--- src/rtl/spi_pkg.sv ---
// rtl/spi_pkg.sv - shared types, constants and frame helpers for spi_master
// Contents:
//   spi_state_e   transaction FSM states
//   SPI_MAX_BYTES largest address or data byte count honoured
//   SPI_BIT_CNT_W width of the bit counter (holds 0..64)
//   clamp_nbyte   saturates a requested byte count to SPI_MAX_BYTES
//   build_frame   packs address and data bytes into a left-aligned 64-bit frame
package spi_pkg;

  localparam int SPI_MAX_BYTES = 4;
  localparam int SPI_BIT_CNT_W = 7;

  typedef enum logic [2:0] {
    IDLE,
    LEAD,
    SHIFT,
    TRAIL,
    DONE
  } spi_state_e;

  function automatic logic [2:0] clamp_nbyte(input logic [3:0] n);
    return (n > 4'(SPI_MAX_BYTES)) ? 3'(SPI_MAX_BYTES) : n[2:0];
  endfunction

  // The frame is left-aligned so the first bit on the wire is always bit 63.
  // Address bytes come first, then data bytes, each MSB first.
  function automatic logic [63:0] build_frame(input logic [31:0] addr,
                                              input logic [31:0] data,
                                              input logic [2:0]  na,
                                              input logic [2:0]  nd);
    logic [63:0] a_ext;
    logic [63:0] d_ext;
    logic [63:0] f;
    logic [6:0]  nbits;
    a_ext = {32'h0, addr} & ~({64{1'b1}} << {na, 3'b000});
    d_ext = {32'h0, data} & ~({64{1'b1}} << {nd, 3'b000});
    f     = (a_ext << {nd, 3'b000}) | d_ext;
    nbits = 7'({na, 3'b000}) + 7'({nd, 3'b000});
    return f << (7'd64 - nbits);
  endfunction

endpackage

--- src/rtl/spi_master_if.sv ---
// rtl/spi_master_if.sv - system-side request/status and SPI pin bundle for spi_master
// Modports:
//   master  the spi_master itself: takes requests and miso, drives pins and status
//   slave   the counterpart: issues requests, supplies miso, observes pins and status
interface spi_master_if;

  logic        start;
  logic [3:0]  add_nbyte;
  logic [3:0]  data_nbyte;
  logic [31:0] address_i;
  logic [31:0] data_i;
  logic        miso;
  logic        sclk;
  logic        spi_cs;
  logic        mosi;
  logic        busy;
  logic        done;
  logic [31:0] rx_data;

  modport master (
    input  start, add_nbyte, data_nbyte, address_i, data_i, miso,
    output sclk, spi_cs, mosi, busy, done, rx_data
  );

  modport slave (
    output start, add_nbyte, data_nbyte, address_i, data_i, miso,
    input  sclk, spi_cs, mosi, busy, done, rx_data
  );

endinterface

--- src/rtl/spi_clk_gen.sv ---
// rtl/spi_clk_gen.sv - sclk divider for spi_master, running only while enabled
// Ports:
//   clk, rst_n    system clock, asynchronous active-low reset
//   en            run the divider; when low sclk is forced low and the phase restarts
//   sclk          SPI clock level, low phase first after enable
//   fall_stb      first cycle of each low phase
//   rise_end_stb  last cycle of each high phase
module spi_clk_gen #(
  parameter int CLK_DIV = 4
) (
  input  logic clk,
  input  logic rst_n,
  input  logic en,
  output logic sclk,
  output logic fall_stb,
  output logic rise_end_stb
);

  localparam int DW = $clog2(CLK_DIV);

  logic [DW-1:0] div_q, div_d;
  logic          sclk_q, sclk_d;
  logic          phase_last;

  assign phase_last = (div_q == DW'(CLK_DIV - 1));

  always_comb begin
    div_d  = div_q;
    sclk_d = sclk_q;
    if (!en) begin
      div_d  = '0;
      sclk_d = 1'b0;
    end else if (phase_last) begin
      div_d  = '0;
      sclk_d = ~sclk_q;
    end else begin
      div_d  = div_q + DW'(1);
    end
  end

  always_ff @(posedge clk or negedge rst_n) begin
    if (!rst_n) begin
      div_q  <= '0;
      sclk_q <= 1'b0;
    end else begin
      div_q  <= div_d;
      sclk_q <= sclk_d;
    end
  end

  assign sclk         = sclk_q;
  assign fall_stb     = en & ~sclk_q & (div_q == '0);
  assign rise_end_stb = en & sclk_q & phase_last;

endmodule

--- src/rtl/spi_master.sv ---
// rtl/spi_master.sv - SPI mode-0 master sending address then data bytes, MSB first
// Ports:
//   clk, rst_n  system clock, asynchronous active-low reset
//   bus         spi_master_if.master: start/byte counts/address/data in,
//               sclk/spi_cs/mosi/busy/done/rx_data out, miso in
// Parameters: CLK_DIV (sclk half period, >=2), CS_SETUP (>=1), CS_HOLD (>=1)
// Optional receive capture: SPI_MASTER_RX_EN
module spi_master
  import spi_pkg::*;
#(
  parameter int CLK_DIV  = 4,
  parameter int CS_SETUP = 2,
  parameter int CS_HOLD  = 2
) (
  input  logic         clk,
  input  logic         rst_n,
  spi_master_if.master bus
);

  localparam int CS_MAX = (CS_SETUP > CS_HOLD) ? CS_SETUP : CS_HOLD;
  localparam int CS_CW  = $clog2(CS_MAX + 1);

  spi_state_e               state_q, state_d;
  logic [CS_CW-1:0]         cs_cnt_q, cs_cnt_d;
  logic [SPI_BIT_CNT_W-1:0] bit_cnt_q, bit_cnt_d;
  logic [SPI_BIT_CNT_W-1:0] nbits_q, nbits_d;
  logic [63:0]              tx_sr_q, tx_sr_d;
  logic                     mosi_hold_q, mosi_hold_d;

  logic [2:0]  na_c, nd_c;
  logic [63:0] frame_c;
  logic        accept;
  logic        trail_last;
  logic        active;
  logic        mosi_int;
  logic        sclk_w, fall_stb, rise_end_stb;

  assign na_c       = clamp_nbyte(bus.add_nbyte);
  assign nd_c       = clamp_nbyte(bus.data_nbyte);
  assign frame_c    = build_frame(bus.address_i, bus.data_i, na_c, nd_c);
  assign accept     = (state_q == IDLE) && bus.start;
  assign trail_last = (state_q == TRAIL) && (cs_cnt_q == CS_CW'(CS_HOLD - 1));
  assign active     = (state_q == LEAD) || (state_q == SHIFT) || (state_q == TRAIL);

  spi_clk_gen #(.CLK_DIV(CLK_DIV)) u_clk_gen (
    .clk          (clk),
    .rst_n        (rst_n),
    .en           (state_q == SHIFT),
    .sclk         (sclk_w),
    .fall_stb     (fall_stb),
    .rise_end_stb (rise_end_stb)
  );

  // The shift register advances at the end of a high phase, but the pin only
  // takes the new bit at the following low-phase start; in between (and in
  // LEAD/TRAIL) the held value keeps mosi still.
  assign mosi_int = fall_stb ? tx_sr_q[63] : mosi_hold_q;

  always_comb begin
    state_d     = state_q;
    cs_cnt_d    = cs_cnt_q;
    bit_cnt_d   = bit_cnt_q;
    nbits_d     = nbits_q;
    tx_sr_d     = tx_sr_q;
    mosi_hold_d = mosi_int;
    case (state_q)
      IDLE: begin
        if (bus.start) begin
          nbits_d     = 7'({na_c, 3'b000}) + 7'({nd_c, 3'b000});
          tx_sr_d     = frame_c;
          mosi_hold_d = frame_c[63];
          cs_cnt_d    = '0;
          bit_cnt_d   = '0;
          state_d     = LEAD;
        end
      end
      LEAD: begin
        if (cs_cnt_q == CS_CW'(CS_SETUP - 1)) begin
          cs_cnt_d = '0;
          state_d  = (nbits_q == '0) ? TRAIL : SHIFT;
        end else begin
          cs_cnt_d = cs_cnt_q + CS_CW'(1);
        end
      end
      SHIFT: begin
        if (rise_end_stb) begin
          tx_sr_d   = {tx_sr_q[62:0], 1'b0};
          bit_cnt_d = bit_cnt_q + 7'd1;
          if (bit_cnt_q == nbits_q - 7'd1) begin
            state_d = TRAIL;
          end
        end
      end
      TRAIL: begin
        if (trail_last) begin
          state_d = DONE;
        end else begin
          cs_cnt_d = cs_cnt_q + CS_CW'(1);
        end
      end
      DONE: begin
        mosi_hold_d = 1'b0;
        state_d     = IDLE;
      end
      default: begin
        state_d = IDLE;
      end
    endcase
  end

  always_ff @(posedge clk or negedge rst_n) begin
    if (!rst_n) begin
      state_q     <= IDLE;
      cs_cnt_q    <= '0;
      bit_cnt_q   <= '0;
      nbits_q     <= '0;
      tx_sr_q     <= '0;
      mosi_hold_q <= 1'b0;
    end else begin
      state_q     <= state_d;
      cs_cnt_q    <= cs_cnt_d;
      bit_cnt_q   <= bit_cnt_d;
      nbits_q     <= nbits_d;
      tx_sr_q     <= tx_sr_d;
      mosi_hold_q <= mosi_hold_d;
    end
  end

`ifdef SPI_MASTER_RX_EN
  // Only the newest 32 received bits can ever reach rx_data, so the capture
  // window is 32 bits; clearing it at start gives zero-extension for short frames.
  logic [31:0] rx_sr_q, rx_sr_d;
  logic [31:0] rx_data_q, rx_data_d;

  always_comb begin
    rx_sr_d   = rx_sr_q;
    rx_data_d = rx_data_q;
    if (accept) begin
      rx_sr_d = '0;
    end else if (rise_end_stb) begin
      rx_sr_d = {rx_sr_q[30:0], bus.miso};
    end
    // Loaded on the way into DONE so the word is valid alongside done.
    if (trail_last) begin
      rx_data_d = rx_sr_q;
    end
  end

  always_ff @(posedge clk or negedge rst_n) begin
    if (!rst_n) begin
      rx_sr_q   <= '0;
      rx_data_q <= '0;
    end else begin
      rx_sr_q   <= rx_sr_d;
      rx_data_q <= rx_data_d;
    end
  end

  assign bus.rx_data = rx_data_q;
`else
  assign bus.rx_data = '0;
`endif

  assign bus.sclk   = sclk_w;
  assign bus.spi_cs = active;
  assign bus.busy   = active;
  assign bus.done   = (state_q == DONE);
  assign bus.mosi   = active & mosi_int;

endmodule

--- src/flat_wrapper.sv ---
// flat-port wrapper written by rule: the top's interface ports become plain ports
module spi_master_flat import spi_pkg::*;
#(
  parameter int CLK_DIV  = 4,
  parameter int CS_SETUP = 2,
  parameter int CS_HOLD  = 2
)
  (clk, rst_n, bus_start, bus_add_nbyte, bus_data_nbyte, bus_address_i, bus_data_i, bus_miso, bus_sclk, bus_spi_cs, bus_mosi, bus_busy, bus_done, bus_rx_data);
  spi_master_if bus_i ();
  input  logic clk;
  input  logic rst_n;
  input wire logic [$bits(bus_i.start)-1:0] bus_start;
  input wire logic [$bits(bus_i.add_nbyte)-1:0] bus_add_nbyte;
  input wire logic [$bits(bus_i.data_nbyte)-1:0] bus_data_nbyte;
  input wire logic [$bits(bus_i.address_i)-1:0] bus_address_i;
  input wire logic [$bits(bus_i.data_i)-1:0] bus_data_i;
  input wire logic [$bits(bus_i.miso)-1:0] bus_miso;
  output wire logic [$bits(bus_i.sclk)-1:0] bus_sclk;
  output wire logic [$bits(bus_i.spi_cs)-1:0] bus_spi_cs;
  output wire logic [$bits(bus_i.mosi)-1:0] bus_mosi;
  output wire logic [$bits(bus_i.busy)-1:0] bus_busy;
  output wire logic [$bits(bus_i.done)-1:0] bus_done;
  output wire logic [$bits(bus_i.rx_data)-1:0] bus_rx_data;
  assign bus_i.start = bus_start;
  assign bus_i.add_nbyte = bus_add_nbyte;
  assign bus_i.data_nbyte = bus_data_nbyte;
  assign bus_i.address_i = bus_address_i;
  assign bus_i.data_i = bus_data_i;
  assign bus_i.miso = bus_miso;
  assign bus_sclk = bus_i.sclk;
  assign bus_spi_cs = bus_i.spi_cs;
  assign bus_mosi = bus_i.mosi;
  assign bus_busy = bus_i.busy;
  assign bus_done = bus_i.done;
  assign bus_rx_data = bus_i.rx_data;
  spi_master #(.CLK_DIV(CLK_DIV), .CS_SETUP(CS_SETUP), .CS_HOLD(CS_HOLD)) u_core (.clk(clk), .rst_n(rst_n), .bus(bus_i));
endmodule
--- config.mk ---
export PLATFORM = sky130hd
export DESIGN_NAME = spi_master_flat
export DESIGN_NICKNAME = d
export VERILOG_FILES = /design/src/rtl/spi_pkg.sv /design/src/rtl/spi_master_if.sv /design/src/rtl/spi_clk_gen.sv /design/src/rtl/spi_master.sv /design/src/flat_wrapper.sv
export SDC_FILE = /design/constraint.sdc
export NUM_CORES = 1
export LEC_CHECK = 0
export CAP_MARGIN = 30
export CORE_MARGIN = 2
export CORE_UTILIZATION = 47
export CTS_BUF_LIST = sky130_fd_sc_hd__clkbuf_8
export DETAILED_ROUTE_END_ITERATION = 8
export MAX_ROUTING_LAYER = met4
export PLACE_DENSITY = 0.77
export SKIP_CTS_REPAIR_TIMING = 1
export SLEW_MARGIN = 40
export SYNTH_ARGS = -nofsm -noshare
export SYNTH_HDL_FRONTEND = slang
export SYNTH_SLANG_ARGS = --single-unit
--- constraint.sdc ---
create_clock -name clk -period 2 [get_ports clk]
set_input_delay 0.3 -clock clk [delete_from_list [all_inputs] [get_ports clk]]
set_output_delay 0.3 -clock clk [all_outputs]
set_load 0.02 [all_outputs]
* After elaboration in Yosys (flattened, before gate mapping)
Cells that the tools add are included.
** Storage, ports and cells
- Output and inout port bits :: 37
- Register bits :: 87
- Input bits :: 76
- Logic and storage cells :: 83
** Cells by class
- Shift operators :: 4
- Order comparisons :: 2
- Reductions and logical operators :: 12
- Add/sub/neg operators :: 6
- Eq/ne operators :: 14
- Muxes and demuxes :: 26
- Bitwise operators :: 11
** Operators with widths (count)
- $and 32x64->64 :: 2
- $mux 64 :: 2
- $not 64->64 :: 2
- $pmux 64 s2 :: 1
- $shl 64x6->64 const A :: 2
- $or 64x64->64 :: 1
- $shl 64x6->64 :: 1
- $shl 64x7->64 :: 1
- $mux 3 :: 7
- $mux 7 :: 2
- $pmux 7 s2 :: 1
- $pmux 3 s4 :: 1
- $mux 2 :: 5
- $ne 2x1->1 const B :: 5
- $gt 4x3->1 const B :: 2
- $add 6x6->7 :: 1
- $add 7x1->7 const B :: 1
- $eq 7x7->1 :: 1
- $logic_not 7->1 :: 1
- $sub 7x1->7 const B :: 1
- $sub 7x7->7 const A :: 1
- $eq 3x2->1 const B :: 2
- $pmux 2 s3 :: 1
- $reduce_and 3->1 :: 2
- 18 further kinds :: 29

* Longest topological paths before layout
- Word-level depth :: 10
- Depth in mapped cells :: 17

* Modules after synthesis
A second synthesis with hierarchy kept.
** Second synthesis, totals
- Cells, all modules :: 998
- Area total of the unflattened synthesis :: 7846.3 sq um
** Modules (own cells, without submodules)
- spi_master :: area an instance 7692.4 sq um, times used 1, cells an instance 985, seq. area each 2026.9 sq um
- spi_clk_gen :: area an instance 153.9 sq um, times used 1, cells an instance 13, seq. area each 75.1 sq um

* Worst setup path after synthesis
Ideal clock, no wire load.
- Kind :: input to register
- From :: input bus_data_nbyte[0]
- To :: register u_core.tx_sr_q[57]
- Data required time :: 1.874 ns
- Path slack :: -1.667 ns
- Buffers on the path :: 7
- Stages on the path :: 16
- Arrival time :: 3.541 ns
- Path through :: buf_4 -> or3b_1 -> buf_6 -> clkinv_4 -> buf_6 -> ha_1 -> inv_1 -> clkbuf_1 -> clkbuf_1 -> ha_1 -> clkbuf_1 -> inv_2 -> clkbuf_1 -> mux4_2 -> a221oi_2 -> a21oi_1
** On the way
- Word-level cells in the longest chain between the ends :: 9
- Elaborated cells on any way between the ends :: 12
- Classes of those cells :: 2 x add/sub; 1 x order compare; 3 x shift; 3 x mux; 3 x bitwise
** RTL lines
- start, declared :: line flat_wrapper.sv:14 : input wire logic [$bits(bus_i.data_nbyte)-1:0] bus_data_nbyte;
- $gt 4x3->1 :: line spi_pkg.sv:22 : return (n > 4'(SPI_MAX_BYTES)) ? 3'(SPI_MAX_BYTES) : n[2:0];
- $mux 3 (*) :: line spi_pkg.sv:22
- branches (longest 4 deep; another with $add 6x6->7)
- $shl 64x7->64 (*) :: line spi_pkg.sv:39 : return f << (7'd64 - nbits);
- $mux 64 (*) :: line spi_master.sv:68 : if (bus.start) begin
- $pmux 64 s2 (*) :: line spi_master.sv:66 : case (state_q)
- end signal, assigned :: line spi_master.sv:124 : tx_sr_q <= tx_sr_d;
- end, declared :: line spi_master.sv:27 : logic [63:0] tx_sr_q, tx_sr_d;
Every way passes the cells marked *. The select of a mux whose other input is x is not followed.
A chain may end at the register's enable or synchronous reset.

* Worst setup path after layout
- From :: input bus_data_nbyte[3]
- To :: register u_core.tx_sr_q[59]
** On the way
- Word-level cells in the longest chain between the ends :: 9
- Elaborated cells on any way between the ends :: 12
- Classes of those cells :: 2 x add/sub; 1 x order compare; 3 x shift; 3 x mux; 3 x bitwise
** RTL lines (line)
- $gt 4x3->1 (*) :: spi_pkg.sv:22
- $mux 3 (*) :: spi_pkg.sv:22
- branches (longest 4 deep; another with $add 6x6->7)
- $shl 64x7->64 (*) :: spi_pkg.sv:39
- $mux 64 (*) :: spi_master.sv:68
- $pmux 64 s2 (*) :: spi_master.sv:66
Marked as above.

==> flow_summary_export.csv <==
group,metric,value,unit
placement,preCtsSetupSlack,-1.75,ns
timing,relSlewSlack,48.8,%
timing,finalCriticalPeriod,2.90,ns
clock_network,clock-sinks,84,
cells_and_area,nets,1409,
routing,postRouteAntennaNets,0,
timing,hold_viol_final,0,
global_route,antenna_found_initial,0,
cells_and_area,final_cell_mix,"263 x buf_4, 101 x nand2_1, 90 x nor2_1",
cells_and_area,layout-drive-gt1-share,37.7,%
timing,setup_viol,65,
setup_path,endpoint_kind,"register",
global_route,grt_pass1_wl,54200,um
cells_and_area,area_growth,54.0,%
setup_path,cpPeakStageDelay,0.60,ns
clock_network,cts_made_buffers,9,
floorplan,rows,47,
power,leakagePower,5.32,nW
timing,rsz0062_at_grt,"yes",
floorplan,die_y,133,um
global_route,grt-ovfl-total,0,
floorplan,ios,113,
floorplan,coreArea,16500,um2
global_route,grt_max_degree,44,
floorplan,initial_utilization,47.8,%
timing,clock_skew,0.00606,ns
timing,fin_crit_sh,145,%
synthesis,netlist_top_cells_area,"dfrtp_1 27%, nand2_1 5.1%, nor2_1 5.0%",
cells_and_area,stdcell_count,1547,
timing,finalMaxSlewViolations,0,
run,drv_cap,0,
setup_path,rr_startpoint,"u_core.state_q[0]",
clock_network,root_buffer,"clkbuf_8",
status,outcome,"complete, but fails checks",
setup_path,r2r_end,"u_core.tx_sr_q[59]",
synthesis,synthFlopType,"dfrtp_1",
routing,drc,0,
timing,fin_hold_ws,0.335,ns
clock_network,max-clock-path-buffers,2,
power,p_total,0.0105,W
global_route,grt_pass1_vias,9423,
synthesis,ys_types,94,
floorplan,die_w,133,um
setup_path,cpMostUsedCell,"buf_6",
synthesis,synth_top_area_share,26.7,%
routing,vias,10100,
synthesis,synth-edff-count,0,
power,ir_drop,0.551,mV
timing,worst_pin_slew,0.761,ns
synthesis,netlist_area,7870,um2
setup_path,reg2reg_slack,-0.17,ns
setup_path,worstRegToRegCells,7,
placement,gp_congestion,1.10,
routing,dr.pass1.iters,7,
synthesis,synth-seq-cells,84,
global_route,grtUsageTotal,41.0,%
setup_path,crit_chain,"buf_6 > or3b_4 > clkinv_8 > ha_4 > inv_2 > fa_2 > buf_6 > nand2b_4 > buf_6 > a211o_1 > buf_4 > a21oi_4 > nand2_2 > buf_6 > o22ai_2 > a221o_1",
clock_network,clkTransAtPathRegs,0.09,ns
status,violations,"setup timing",
setup_path,required,2.34,ns
placement,dp_cells,1506,
setup_path,worstSetupPathType,"in -> reg",
cells_and_area,final_common_cell,"buf_4",
synthesis,synth_warnings,0,
power,cellPowerDensity,863,nW/um2
routing,first_iter_violations,1449,
routing,vias_per_cell,6.50,
cells_and_area,diodes,0,
timing,setup_slack,-0.903,ns
routing,avgRoutedWirePerCell,23.6,um
clock_network,clock_latency,0.39,ns
placement,hpwl,28000,um
floorplan,die_area,17800,um2
synthesis,yosysSeqAreaShare,26.7,%
clock_network,htree_levels,3,
routing,finalWirelength,36600,um
clock_network,cts_tree,"done",
setup_path,worstPathArrival,3.24,ns
setup_path,cp-start-kind,"input pin",
min_path,hp-class,"in -> async",
setup_path,crit_fanout,5,
synthesis,synthCells,1014,
synthesis,synth_top_cell_by_area,"dfrtp_1",
synthesis,postSynthAreaPerCell,7.76,um2
synthesis,synthArstFlopShare,100,%
placement,portBuffers,79,
timing,max_freq,344,MHz
setup_path,slowest_stage,"fa_2",
[critical path, delay by kind of cell]
family,cells,cell delay (ns)
AOI/OAI and AO/OA,4,0.83
buffers and inverters,7,0.77
adders and majority gates,2,0.74
and+or+nand+nor,3,0.60
[stage by stage]
step / cell area (um2) / TNS (ns) / utilization, %
detailed placement: 10900 / -103.85 / 66.1
global placement: 10900 / -101.80 / 66.1
floorplan: 8330 / -69.70 / -
global route: 12100 / -52.88 / 73.6
CTS: 11100 / -76.91 / 67.2
finish: 12100 / -49.84 / 73.6
[final cells by class]
type                       count  area [um2]
fill                        1301        4350
clock buffer                  10         138
multi-input combinational    818        6030
sequential                    84        2100
clock inverter                 6        46.3
inverter                      21        98.8
tap                          220         275
timing repair buffer         388        3430
[cell usage after synthesis (9+ instances only)]
| library cell | n |
|---|---|
| a211o_1 | 11 |
| a211oi_1 | 9 |
| a21oi_1 | 62 |
| a221oi_1 | 17 |
| a31oi_1 | 18 |
| a32oi_1 | 13 |
| and2_1 | 10 |
| and3_1 | 20 |
| buf_2 | 27 |
| buf_4 | 36 |
| clkbuf_1 | 48 |
| dfrtp_1 | 84 |
| ha_1 | 10 |
| inv_1 | 17 |
| mux2i_1 | 20 |
| nand2_1 | 107 |
| nand3_1 | 54 |
| nor2_1 | 105 |
| nor3_1 | 21 |
| o211ai_1 | 20 |
| o21a_1 | 11 |
| o21ai_0 | 57 |
| o22ai_1 | 20 |
| o31ai_1 | 14 |
| xor2_1 | 9 |
[metal layers]
| layer | routed length [um] | vias up | GRT usage [%] |
|---|---|---|---|
| met5 | 0 | - | - |
| met4 | 2300 | 0 | 21.0 |
| met3 | 4040 | 175 | 10.5 |
| met2 | 16700 | 704 | 63.6 |
| met1 | 13500 | 4779 | 49.4 |
| li1 | - | 4401 | - |
[kinds of logic (layout without fill, tap and decap cells)]
group | count (synthesis) | count (layout) | share of synthesized area, %
simple gates | 368 | 368 | 22.3
flops | 84 | 84 | 26.7
fa+ha+maj | 11 | 11 | 1.84
mux | 31 | 31 | 4.50
xor+xnor | 15 | 15 | 2.03
compound gates | 361 | 361 | 33.0
buf+inv | 143 | 425 | 9.51
other cells | 1 | 32 | 0.0476
[registers in the layout (all words and copies together), names as in the netlist]
| name | flops |
|---|---|
| u_core.tx_sr_q | 64 |
| u_core.bit_cnt_q | 7 |
| u_core.nbits_q | 4 |
| u_core.state_q | 3 |
| u_core.cs_cnt_q | 2 |
| u_core.u_clk_gen.div_q | 2 |
| u_core.mosi_hold_q | 1 |
| u_core.u_clk_gen.sclk | 1 |
[how the worst max path moves through the flow]
stage / cells past startpoint / slack (ns) / end / start
floorplan: 16 / -1.27 / u_core.tx_sr_q[44] / bus_data_nbyte[0]
global placement: 15 / -1.72 / u_core.tx_sr_q[36] / bus_data_nbyte[0]
detailed placement: 14 / -1.75 / u_core.tx_sr_q[61] / bus_data_nbyte[0]
CTS: 14 / -1.35 / u_core.tx_sr_q[61] / bus_data_nbyte[0]
global route: 16 / -0.94 / u_core.tx_sr_q[59] / bus_data_nbyte[3]
finish: 16 / -0.90 / u_core.tx_sr_q[59] / bus_data_nbyte[3]
[report_power, final]
part           internal, W  leakage, nW  switching (W)  total, W
logic              0.00294         4.17        0.00340   0.00635
clock network     0.000494       0.0893       0.000712   0.00121
registers          0.00239         1.07       0.000510   0.00290
Note: power is estimated with default switching activity, not from simulation.
